$ cat config.mk
export PLATFORM = sky130hd
export DESIGN_NAME = mmss_countdown_timer_flat
export DESIGN_NICKNAME = d
export VERILOG_FILES = /design/src/rtl/mmss_countdown_timer_if.sv /design/src/rtl/mmss_countdown_timer.sv /design/src/flat_wrapper.sv
export SDC_FILE = /design/constraint.sdc
export NUM_CORES = 1
export LEC_CHECK = 0
export BUFFER_PORTS_ARGS = -buffer_cell sky130_fd_sc_hd__buf_2
export CAP_MARGIN = 0
export CORE_ASPECT_RATIO = 1.5
export CORE_UTILIZATION = 35
export CTS_BUF_LIST = sky130_fd_sc_hd__clkbuf_8
export CTS_CLUSTER_SIZE = 25
export DETAILED_ROUTE_END_ITERATION = 16
export HOLD_SLACK_MARGIN = 0.03
export PLACE_DENSITY = 0.49
export SLEW_MARGIN = 20
export SYNTH_ARGS = -nofsm -noshare
export SYNTH_HDL_FRONTEND = slang
export SYNTH_SLANG_ARGS = --single-unit
$ cat constraint.sdc
create_clock -name clk -period 4.7 [get_ports clk]
set_clock_uncertainty 0.2 [all_clocks]
set_input_delay 0.47 -clock clk [delete_from_list [all_inputs] [get_ports clk]]
set_output_delay 0.47 -clock clk [all_outputs]
set_load 0.005 [all_outputs]
$ cat src/rtl/mmss_countdown_timer_if.sv
// Button and display-digit bundle between the countdown timer and its user.
// The bench or board drives the raw buttons; the display driver consumes the rest.
interface mmss_countdown_timer_if;
  logic       btn_start;
  logic       btn_clear;
  logic       btn_min;
  logic       btn_sec;
  logic [3:0] A;
  logic [3:0] B;
  logic [3:0] C;
  logic [3:0] D;
  logic [0:3] dots;
  logic       flashing;
  logic       running;

  modport master (
    output btn_start, btn_clear, btn_min, btn_sec,
    input  A, B, C, D, dots, flashing, running
  );

  modport slave (
    input  btn_start, btn_clear, btn_min, btn_sec,
    output A, B, C, D, dots, flashing, running
  );
endinterface

$ cat src/rtl/mmss_countdown_timer.sv
// MM:SS countdown timer: debounced buttons, BCD setting and 1 Hz countdown,
// with digit, colon and flash outputs for a four-digit seven-segment driver.
module mmss_countdown_timer #(
  parameter int CLK_HZ          = 100_000_000,
  parameter int DEBOUNCE_CYCLES = 1_000_000
) (
  input  logic                  clk,
  input  logic                  reset_n,
  mmss_countdown_timer_if.slave bus
);
  localparam int PW = (CLK_HZ > 1) ? $clog2(CLK_HZ) : 1;
  localparam int DW = (DEBOUNCE_CYCLES > 1) ? $clog2(DEBOUNCE_CYCLES) : 1;
  localparam logic [PW-1:0] PRESC_LAST = PW'(CLK_HZ - 1);
  localparam logic [PW-1:0] PRESC_HALF = PW'(CLK_HZ / 2);
  localparam logic [DW-1:0] DB_LAST    = DW'(DEBOUNCE_CYCLES - 1);

  localparam int B_CLEAR = 0;
  localparam int B_START = 1;
  localparam int B_MIN   = 2;
  localparam int B_SEC   = 3;

  typedef enum logic [1:0] {S_IDLE, S_RUN, S_PAUSE, S_DONE} state_t;

  typedef struct packed {
    logic [3:0] a;  // minutes tens
    logic [3:0] b;  // minutes units
    logic [3:0] c;  // seconds tens
    logic [3:0] d;  // seconds units
  } mmss_t;

  // ---------------------------------------------------------------------------
  // Button conditioning: 2-flop synchronizer, debounce counter, rising pulse
  // ---------------------------------------------------------------------------
  logic [3:0]    raw, sync1_q, sync2_q, level_q, pulse_q;
  logic [DW-1:0] db_cnt_q [4];

  assign raw = {bus.btn_sec, bus.btn_min, bus.btn_start, bus.btn_clear};

  // NOTE: sequential state uses non-blocking assignments only, so every flop
  // samples the pre-edge value of its neighbours regardless of statement order.
  always_ff @(posedge clk or negedge reset_n) begin
    if (!reset_n) begin
      sync1_q <= '0;
      sync2_q <= '0;
      level_q <= '0;
      pulse_q <= '0;
      // NOTE: this small array is four counters built from flops, not a RAM,
      // so it is reset like any other register.
      for (int i = 0; i < 4; i++) db_cnt_q[i] <= '0;
    end else begin
      sync1_q <= raw;
      sync2_q <= sync1_q;
      pulse_q <= '0;
      for (int i = 0; i < 4; i++) begin
        if (sync2_q[i] == level_q[i]) begin
          db_cnt_q[i] <= '0;
        end else if (db_cnt_q[i] == DB_LAST) begin
          db_cnt_q[i] <= '0;
          level_q[i]  <= sync2_q[i];
          pulse_q[i]  <= sync2_q[i];
        end else begin
          db_cnt_q[i] <= db_cnt_q[i] + DW'(1);
        end
      end
    end
  end

  // Only the highest-priority pulse acts: clear > start > min > sec.
  logic act_clear, act_start, act_min, act_sec;
  assign act_clear = pulse_q[B_CLEAR];
  assign act_start = pulse_q[B_START] & ~pulse_q[B_CLEAR];
  assign act_min   = pulse_q[B_MIN] & ~pulse_q[B_START] & ~pulse_q[B_CLEAR];
  assign act_sec   = pulse_q[B_SEC] & ~pulse_q[B_MIN] & ~pulse_q[B_START] & ~pulse_q[B_CLEAR];

  // ---------------------------------------------------------------------------
  // BCD arithmetic
  // ---------------------------------------------------------------------------
  function automatic mmss_t inc_min(input mmss_t t);
    mmss_t r = t;
    if (t.b == 4'd9) begin
      r.b = 4'd0;
      r.a = (t.a == 4'd9) ? 4'd0 : t.a + 4'd1;
    end else begin
      r.b = t.b + 4'd1;
    end
    return r;
  endfunction

  // Seconds wrap 59 -> 00 without carrying into the minutes.
  function automatic mmss_t inc_sec(input mmss_t t);
    mmss_t r = t;
    if (t.d == 4'd9) begin
      r.d = 4'd0;
      r.c = (t.c == 4'd5) ? 4'd0 : t.c + 4'd1;
    end else begin
      r.d = t.d + 4'd1;
    end
    return r;
  endfunction

  function automatic mmss_t dec_time(input mmss_t t);
    mmss_t r = t;
    if (t.d != 4'd0) begin
      r.d = t.d - 4'd1;
    end else begin
      r.d = 4'd9;
      if (t.c != 4'd0) begin
        r.c = t.c - 4'd1;
      end else begin
        r.c = 4'd5;
        if (t.b != 4'd0) begin
          r.b = t.b - 4'd1;
        end else begin
          r.b = 4'd9;
          r.a = t.a - 4'd1;
        end
      end
    end
    return r;
  endfunction

  // ---------------------------------------------------------------------------
  // Control FSM, time register and prescaler
  // ---------------------------------------------------------------------------
  state_t        state_q, state_d;
  mmss_t         time_q, time_d, time_dec;
  logic [PW-1:0] presc_q, presc_d;
  logic          tick;
  logic          colon_q, flashing_q, running_q;

  assign time_dec = dec_time(time_q);
  assign tick     = (state_q == S_RUN) && (presc_q == PRESC_LAST);

  // NOTE: every variable is given a default before the case statement, so no
  // path leaves one unassigned and no latch is inferred.
  always_comb begin
    state_d = state_q;
    time_d  = time_q;
    presc_d = presc_q;
    unique case (state_q)
      S_IDLE: begin
        presc_d = '0;
        if (act_clear)                       time_d = '0;
        else if (act_start && time_q != '0)  state_d = S_RUN;
        else if (act_min)                    time_d = inc_min(time_q);
        else if (act_sec)                    time_d = inc_sec(time_q);
      end
      S_RUN: begin
        presc_d = tick ? '0 : presc_q + PW'(1);
        if (act_clear) begin
          state_d = S_IDLE;
          time_d  = '0;
          presc_d = '0;
        end else if (act_start) begin
          // The pause edge itself does not count; a coincident tick is dropped.
          state_d = S_PAUSE;
          presc_d = tick ? '0 : presc_q;
        end else if (tick) begin
          time_d = time_dec;
          if (time_dec == '0) state_d = S_DONE;
        end
      end
      S_PAUSE: begin
        if (act_clear) begin
          state_d = S_IDLE;
          time_d  = '0;
          presc_d = '0;
        end else if (act_start) begin
          state_d = S_RUN;
        end
      end
      S_DONE: begin
        presc_d = '0;
        time_d  = '0;
        if (act_clear || act_start) state_d = S_IDLE;
      end
      default: begin
        state_d = S_IDLE;
        time_d  = '0;
        presc_d = '0;
      end
    endcase
  end

  // Status outputs are registered from next-state values so they change on the
  // same edge as the state and carry no decode glitches.
  always_ff @(posedge clk or negedge reset_n) begin
    if (!reset_n) begin
      state_q    <= S_IDLE;
      time_q     <= '0;
      presc_q    <= '0;
      colon_q    <= 1'b1;
      flashing_q <= 1'b0;
      running_q  <= 1'b0;
    end else begin
      state_q    <= state_d;
      time_q     <= time_d;
      presc_q    <= presc_d;
      colon_q    <= (state_d != S_RUN) || (presc_d < PRESC_HALF);
      flashing_q <= (state_d == S_PAUSE) || (state_d == S_DONE);
      running_q  <= (state_d == S_RUN);
    end
  end

  assign bus.A        = time_q.a;
  assign bus.B        = time_q.b;
  assign bus.C        = time_q.c;
  assign bus.D        = time_q.d;
  assign bus.dots     = {1'b0, colon_q, 2'b00};
  assign bus.flashing = flashing_q;
  assign bus.running  = running_q;
endmodule

$ cat src/flat_wrapper.sv
// flat-port wrapper written by rule: the top's interface ports become plain ports
module mmss_countdown_timer_flat 
#(
  parameter int CLK_HZ          = 100_000_000,
  parameter int DEBOUNCE_CYCLES = 1_000_000
)
  (clk, reset_n, bus_btn_start, bus_btn_clear, bus_btn_min, bus_btn_sec, bus_A, bus_B, bus_C, bus_D, bus_dots, bus_flashing, bus_running);
  mmss_countdown_timer_if bus_i ();
  input  logic clk;
  input  logic reset_n;
  input wire logic [$bits(bus_i.btn_start)-1:0] bus_btn_start;
  input wire logic [$bits(bus_i.btn_clear)-1:0] bus_btn_clear;
  input wire logic [$bits(bus_i.btn_min)-1:0] bus_btn_min;
  input wire logic [$bits(bus_i.btn_sec)-1:0] bus_btn_sec;
  output wire logic [$bits(bus_i.A)-1:0] bus_A;
  output wire logic [$bits(bus_i.B)-1:0] bus_B;
  output wire logic [$bits(bus_i.C)-1:0] bus_C;
  output wire logic [$bits(bus_i.D)-1:0] bus_D;
  output wire logic [$bits(bus_i.dots)-1:0] bus_dots;
  output wire logic [$bits(bus_i.flashing)-1:0] bus_flashing;
  output wire logic [$bits(bus_i.running)-1:0] bus_running;
  assign bus_i.btn_start = bus_btn_start;
  assign bus_i.btn_clear = bus_btn_clear;
  assign bus_i.btn_min = bus_btn_min;
  assign bus_i.btn_sec = bus_btn_sec;
  assign bus_A = bus_i.A;
  assign bus_B = bus_i.B;
  assign bus_C = bus_i.C;
  assign bus_D = bus_i.D;
  assign bus_dots = bus_i.dots;
  assign bus_flashing = bus_i.flashing;
  assign bus_running = bus_i.running;
  mmss_countdown_timer #(.CLK_HZ(CLK_HZ), .DEBOUNCE_CYCLES(DEBOUNCE_CYCLES)) u_core (.clk(clk), .reset_n(reset_n), .bus(bus_i));
endmodule
* Word-level counts from Yosys, hierarchy flattened *
Cells that the tools add are included.

word-level totals
  register bits after elaboration = 144
  input bits = 6
  output and inout bits = 22

operators by class
  add/subtract/negate cells = 13
  $lt $le $gt $ge = 1
  equality and inequality tests = 29
  mux-type cells = 53
  bitwise gates (word level) = 13
  reductions and logical operators = 20

operator list
  cell                     count
  $mux W20                 8
  $mux W27                 5
  $mux W16                 7
  $pmux W27 S3             1
  $add A20 B1 Y20 const B  4
  $eq A20 B20 Y1 const B   4
  $pmux W16 S4             1
  $mux W4                  10
  $add A27 B1 Y27 const B  1
  $eq A27 B27 Y1 const B   1
  $lt A27 B26 Y1 const B   1
  $mux W2                  9
  $add A4 B1 Y4 const B    4
  $logic_not A16 Y1        1
  $mux W8                  2
  $reduce_bool A16 Y1      1
  $sub A4 B1 Y4 const B    4
  $ne A3 B1 Y1 const B     5
  $eq A4 B4 Y1 const B     3
  $mux W12                 1
  $reduce_and A6 Y1        2
  $reduce_bool A4 Y1       3
  $ne A3 B2 Y1 const B     3
  $eq A2 B2 Y1 const B     4
  other kinds (15)         44

* Depth between registers and ports, before layout *
  depth after elaboration = 12
  mapped depth = 12
  mapped depth without buffers = 10

* Worst setup path before layout *
No wires, ideal clock.

  kind = register -> register
  start point = register u_core.time_q, in the netlist u_core.bus.D[0]
  end point = register u_core.colon_q
  arrival time = 2.808 ns
  required time = 4.414 ns
  path slack = 1.606 ns
  cell stages (with the launch flop) = 11
  buffers on the path = 0
  clock period less this slack = 3.094 ns
  path through = dfrtp_1 > inv_1 > ha_1 > or3b_2 > nor4_1 > mux2_2 > a2111oi_4 > nand4_1 > a221o_1 > nor3_1 > a31oi_1

between the ends
  longest elaborated chain between the ends = 10
  elaborated cells between the ends (all ways) = 16
  those cells by class = add/sub (1); eq/ne (1); mux (9); reduce/logical (5)

RTL lines
  element                                              line                                                      text
  start, declared                                      mmss_countdown_timer.sv:126                               mmss_t time_q, time_d, time_dec;
  start signal, assigned                               mmss_countdown_timer.sv:197                               time_q <= time_d;
  $sub A4 B1 Y4 or $reduce_bool A4 Y1 (tied branches)  mmss_countdown_timer.sv:104, mmss_countdown_timer.sv:103
  $mux W4 or $mux W12 (tied branches)                  mmss_countdown_timer.sv:103                               if (t.d != 4'd0) begin
  $logic_not A16 Y1                                    mmss_countdown_timer.sv:160                               if (time_dec == '0) state_d = S_DONE;
  $mux W2                                              mmss_countdown_timer.sv:160
  $mux W2                                              mmss_countdown_timer.sv:158                               end else if (tick) begin
  $mux W2                                              mmss_countdown_timer.sv:154                               end else if (act_start) begin
  $mux W2                                              mmss_countdown_timer.sv:150                               if (act_clear) begin
  $pmux W2 S4 *                                        mmss_countdown_timer.sv:140                               unique case (state_q)
  $ne A2 B1 Y1 *                                       mmss_countdown_timer.sv:199                               colon_q <= (state_d != S_RUN) || (presc_d < PRESC_HALF);
  $logic_or A1 B1 Y1 *                                 mmss_countdown_timer.sv:199
  end signal, assigned                                 mmss_countdown_timer.sv:199
  end, declared                                        mmss_countdown_timer.sv:129                               logic colon_q, flashing_q, running_q;

Mark *: on every way between the ends. The rest lies on a longest branch, timed or not.
A chain may end at the register's enable or synchronous reset.

* Worst setup path after layout *
  start point = register u_core.presc_q[4]
  end point = register u_core.colon_q

between the ends
  longest elaborated chain between the ends = 8
  elaborated cells between the ends (all ways) = 16
  those cells by class = add/sub (1); order compare (1); eq/ne (2); mux (10); reduce/logical (2)

RTL lines
  element                                                  line                         text
  start, declared                                          mmss_countdown_timer.sv:127  logic [PW-1:0] presc_q, presc_d;
  start signal, assigned                                   mmss_countdown_timer.sv:198  presc_q <= presc_d;
  branches (longest 3 deep; another with $add A27 B1 Y27)  -
  $mux W27 *                                               mmss_countdown_timer.sv:154
  $mux W27 *                                               mmss_countdown_timer.sv:150
  $pmux W27 S3 *                                           mmss_countdown_timer.sv:140
  net u_core.presc_d[8]                                    mmss_countdown_timer.sv:127
  $lt A27 B26 Y1 *                                         mmss_countdown_timer.sv:199
  $logic_or A1 B1 Y1 *                                     mmss_countdown_timer.sv:199

Mark *: on every way through the listed nets, which the timed path passes.

==> metrics.txt <==
outcome=finished clean; Yosys top cell by area=dfrtp_1; die height=186 um; postcts setup bufs=0; Routed Antenna Nets=0; GRT Util Overall=between 15 and 20%; first-pass GRT wire length=roughly 32000 um; Arr. time, crit path=approximately 3600 ps; largest net degree at the start of global routing=just over 90; Startpoint Class=register; Critical Path RT=approximately 4900 ps; Util after Layout=about two fifths; Clock transition at path regs=roughly 80 ps; Die ar.=23100 um2; register area share after synthesis=between 40% and 50%; Inserted Clock Buffers=17; Tot Pwr=approximately 2.3 mW; P&R area growth vs syn=10.6%; # diodes=0; Clock Path Buffers=2; clock sinks=about 140; # IOs=28; crit path cell chain=nand4_4 > or4_4 > o21a_1 > and2_1 > mux2_2 > nor4_1 > o21ai_0 > a31oi_1; RSZ-0062 raised after global routing=false; vias=roughly 6300; Die W=around 120 um; core area=between 20000 and 25000 um2; vias in the first global route=between 6000 and 7000; 1st-pass router iterations=4; most frequent cells in the layout=143 x dfrtp_1, 120 x nor2_1, 65 x nand2_1; post-CTS sizing=0; CTS root buf=clkbuf_8; CP Capture Type=register; synth unique cells=70; H-tree depth=4; Routed WL=between 15000 and 20000 um; cell area after layout=8720 um2; Routed WL per cell=between 15 and 20 um; routability cong.=about 0.8; Slew Viols, Final=0; initial core utilization=between 30 and 40%; layout cells sized above 1=around 9.0%; Cell Area, Placed=roughly 8300 um2; final hold vios=0; initial DRC count=around 310; I/O Buffers=24; final worst-path cycle share=73.0%; Leak=3.71 nW; #FFs+latches synth=between 100 and 150; Max IR drop VDD=roughly 0.00014 V; initial antenna violation count=0; dpl hpwl=around 13000 um; Post-synth EDFFs=0; post-synthesis cell count=between 800 and 900; # rows=66; number of max-cap violations=0; Slew @ Worst Pin=~860 ps; maximum clock frequency=between 200 and 300 MHz; Clock Latency Late Sink=~450 ps; Total Nets Final=approximately 900; cell area after synthesis=approximately 7900 um2; TritonCTS clock tree=yes; ys async rst share=100%; critical path fanouts, max=23; CP max stage delay=620 ps; GRT Residual Overflow=0; Mapped Avg Cell Area=9.14 um2; Synth Warn #=0; Hold WC Path Type=register to register; via/cell ratio=between 5 and 6; Rel. slew slack=a little over two fifths; commonest non-fill, non-tap cell in the layout=dfrtp_1; Area contributors post-synth=dfrtp_1 45%, nor2_1 5.7%, xor2_1 4.6%; Finish-stage setup viols=0; Synth top area share=between 40% and 50%; Crit Path Class=register to register; final setup TNS=0 ps; Residual DRC=0; pwr/cell area=approximately 270 nW/um2; fin crit period=3430 ps; Slowest-stage cell, CP=or4_4; Top FF cell, synth=dfrtp_1
## stage by stage
step	cells	hold WS, ps	setup WS [ps]
after floorplan	864	-25.6	1610
after global placement	1136	136	1370
after detailed placement	1136	140	1300
after CTS	1173	157	1280
after global routing	1173	161	949
final	1173	157	1270
## power by group
part	internal (mW)	switching, mW
registers	1.25	0.0102
logic	0.0159	0.0425
clock network	0.499	0.497
## area by class of cell
type / instances / area, um2
Clock buffer: 19 / 262
Clock inverter: 13 / 136
Fill cell: 2217 / 13200
Inverter: 31 / 116
Multi-Input combinational cell: 662 / 4050
Sequential cell: 144 / 3600
Tap cell: 272 / 340
Timing Repair Buffer: 32 / 211
## cells in the mapped netlist, types with 8 or more instances
| library cell | n |
|---|---|
| nor4_1 | 11 |
| or3_1 | 15 |
| nand4_1 | 21 |
| nor3b_1 | 8 |
| nand3_1 | 62 |
| clkbuf_1 | 21 |
| o31ai_1 | 13 |
| ha_1 | 24 |
| dfrtp_1 | 143 |
| xor2_1 | 41 |
| xnor2_1 | 28 |
| inv_1 | 31 |
| nand2_1 | 65 |
| nor2_1 | 120 |
| nor3_1 | 18 |
| a21oi_1 | 46 |
| and3_1 | 25 |
| o21ai_0 | 45 |
| a31oi_1 | 9 |
## state kept, by name, summed over array words and instances, names as in the netlist, 2 cells and up
name and flops:
u_core.db_cnt_q 80, u_core.presc_q 27, u_core.bus.A 4, u_core.bus.B 4, u_core.bus.C 4, u_core.bus.D 4
u_core.level_q 4, u_core.pulse_q 4, u_core.sync1_q 4, u_core.sync2_q 4, u_core.state_q 2
## final timing paths
path	startpoint	endpoint	slack, ps	cells past startpoint
max	u_core.presc_q[4]$_DFFE_PN0P_	u_core.colon_q$_DFF_PN1_	1270	8
min	u_core.sync1_q[1]$_DFF_PN0_	u_core.sync2_q[1]$_DFF_PN0_	160	0
max reg2reg	u_core.presc_q[4]$_DFFE_PN0P_	u_core.colon_q$_DFF_PN1_	1270	8
min reg2reg	u_core.sync1_q[1]$_DFF_PN0_	u_core.sync2_q[1]$_DFF_PN0_	160	0
max in group asynchronous	reset_n	u_core.db_cnt_q[75]$_DFF_PN0_	3020	3
min in group asynchronous	reset_n	u_core.bus.C[2]$_DFFE_PN0P_	470	2
## per-layer routing
layer	vias to the layer above	track usage (%)	share of wire (%)
met5	-	0	0
li1	3112	-	-
met2	91	31.4	53
met4	0	7.95	2.5
met1	3084	19.3	43
met3	33	2.73	2.3
## critical path, delay by kind of cell, from the launching register on
family,cells,cell delay (ps)
muxes,1,270
AOI/OAI and AO/OA,3,910
DFF,1,480
and+or+nand+nor,4,1490
## cells by family (layout without fill, tap and decap cells)
logic type / after synthesis / count (layout) / synth area share [%]
AND/OR/NAND/NOR: 400 / 400 / 26.0
AO/OA/AOI/OAI: 157 / 157 / 12.5
flip-flops: 144 / 144 / 45.7
XOR/XNOR: 69 / 69 / 7.67
buffers and inverters: 58 / 95 / 3.00
adder cells (fa/ha/maj): 24 / 24 / 3.81
multiplexers: 9 / 9 / 1.24
other: 1 / 3 / 0.0476
## repair_timing
item                       CTS  global route
hold endpoints to repair    92             0
hold buffers                 5             0
setup endpoints to repair    0             0
(Power assumes the default switching activity.)
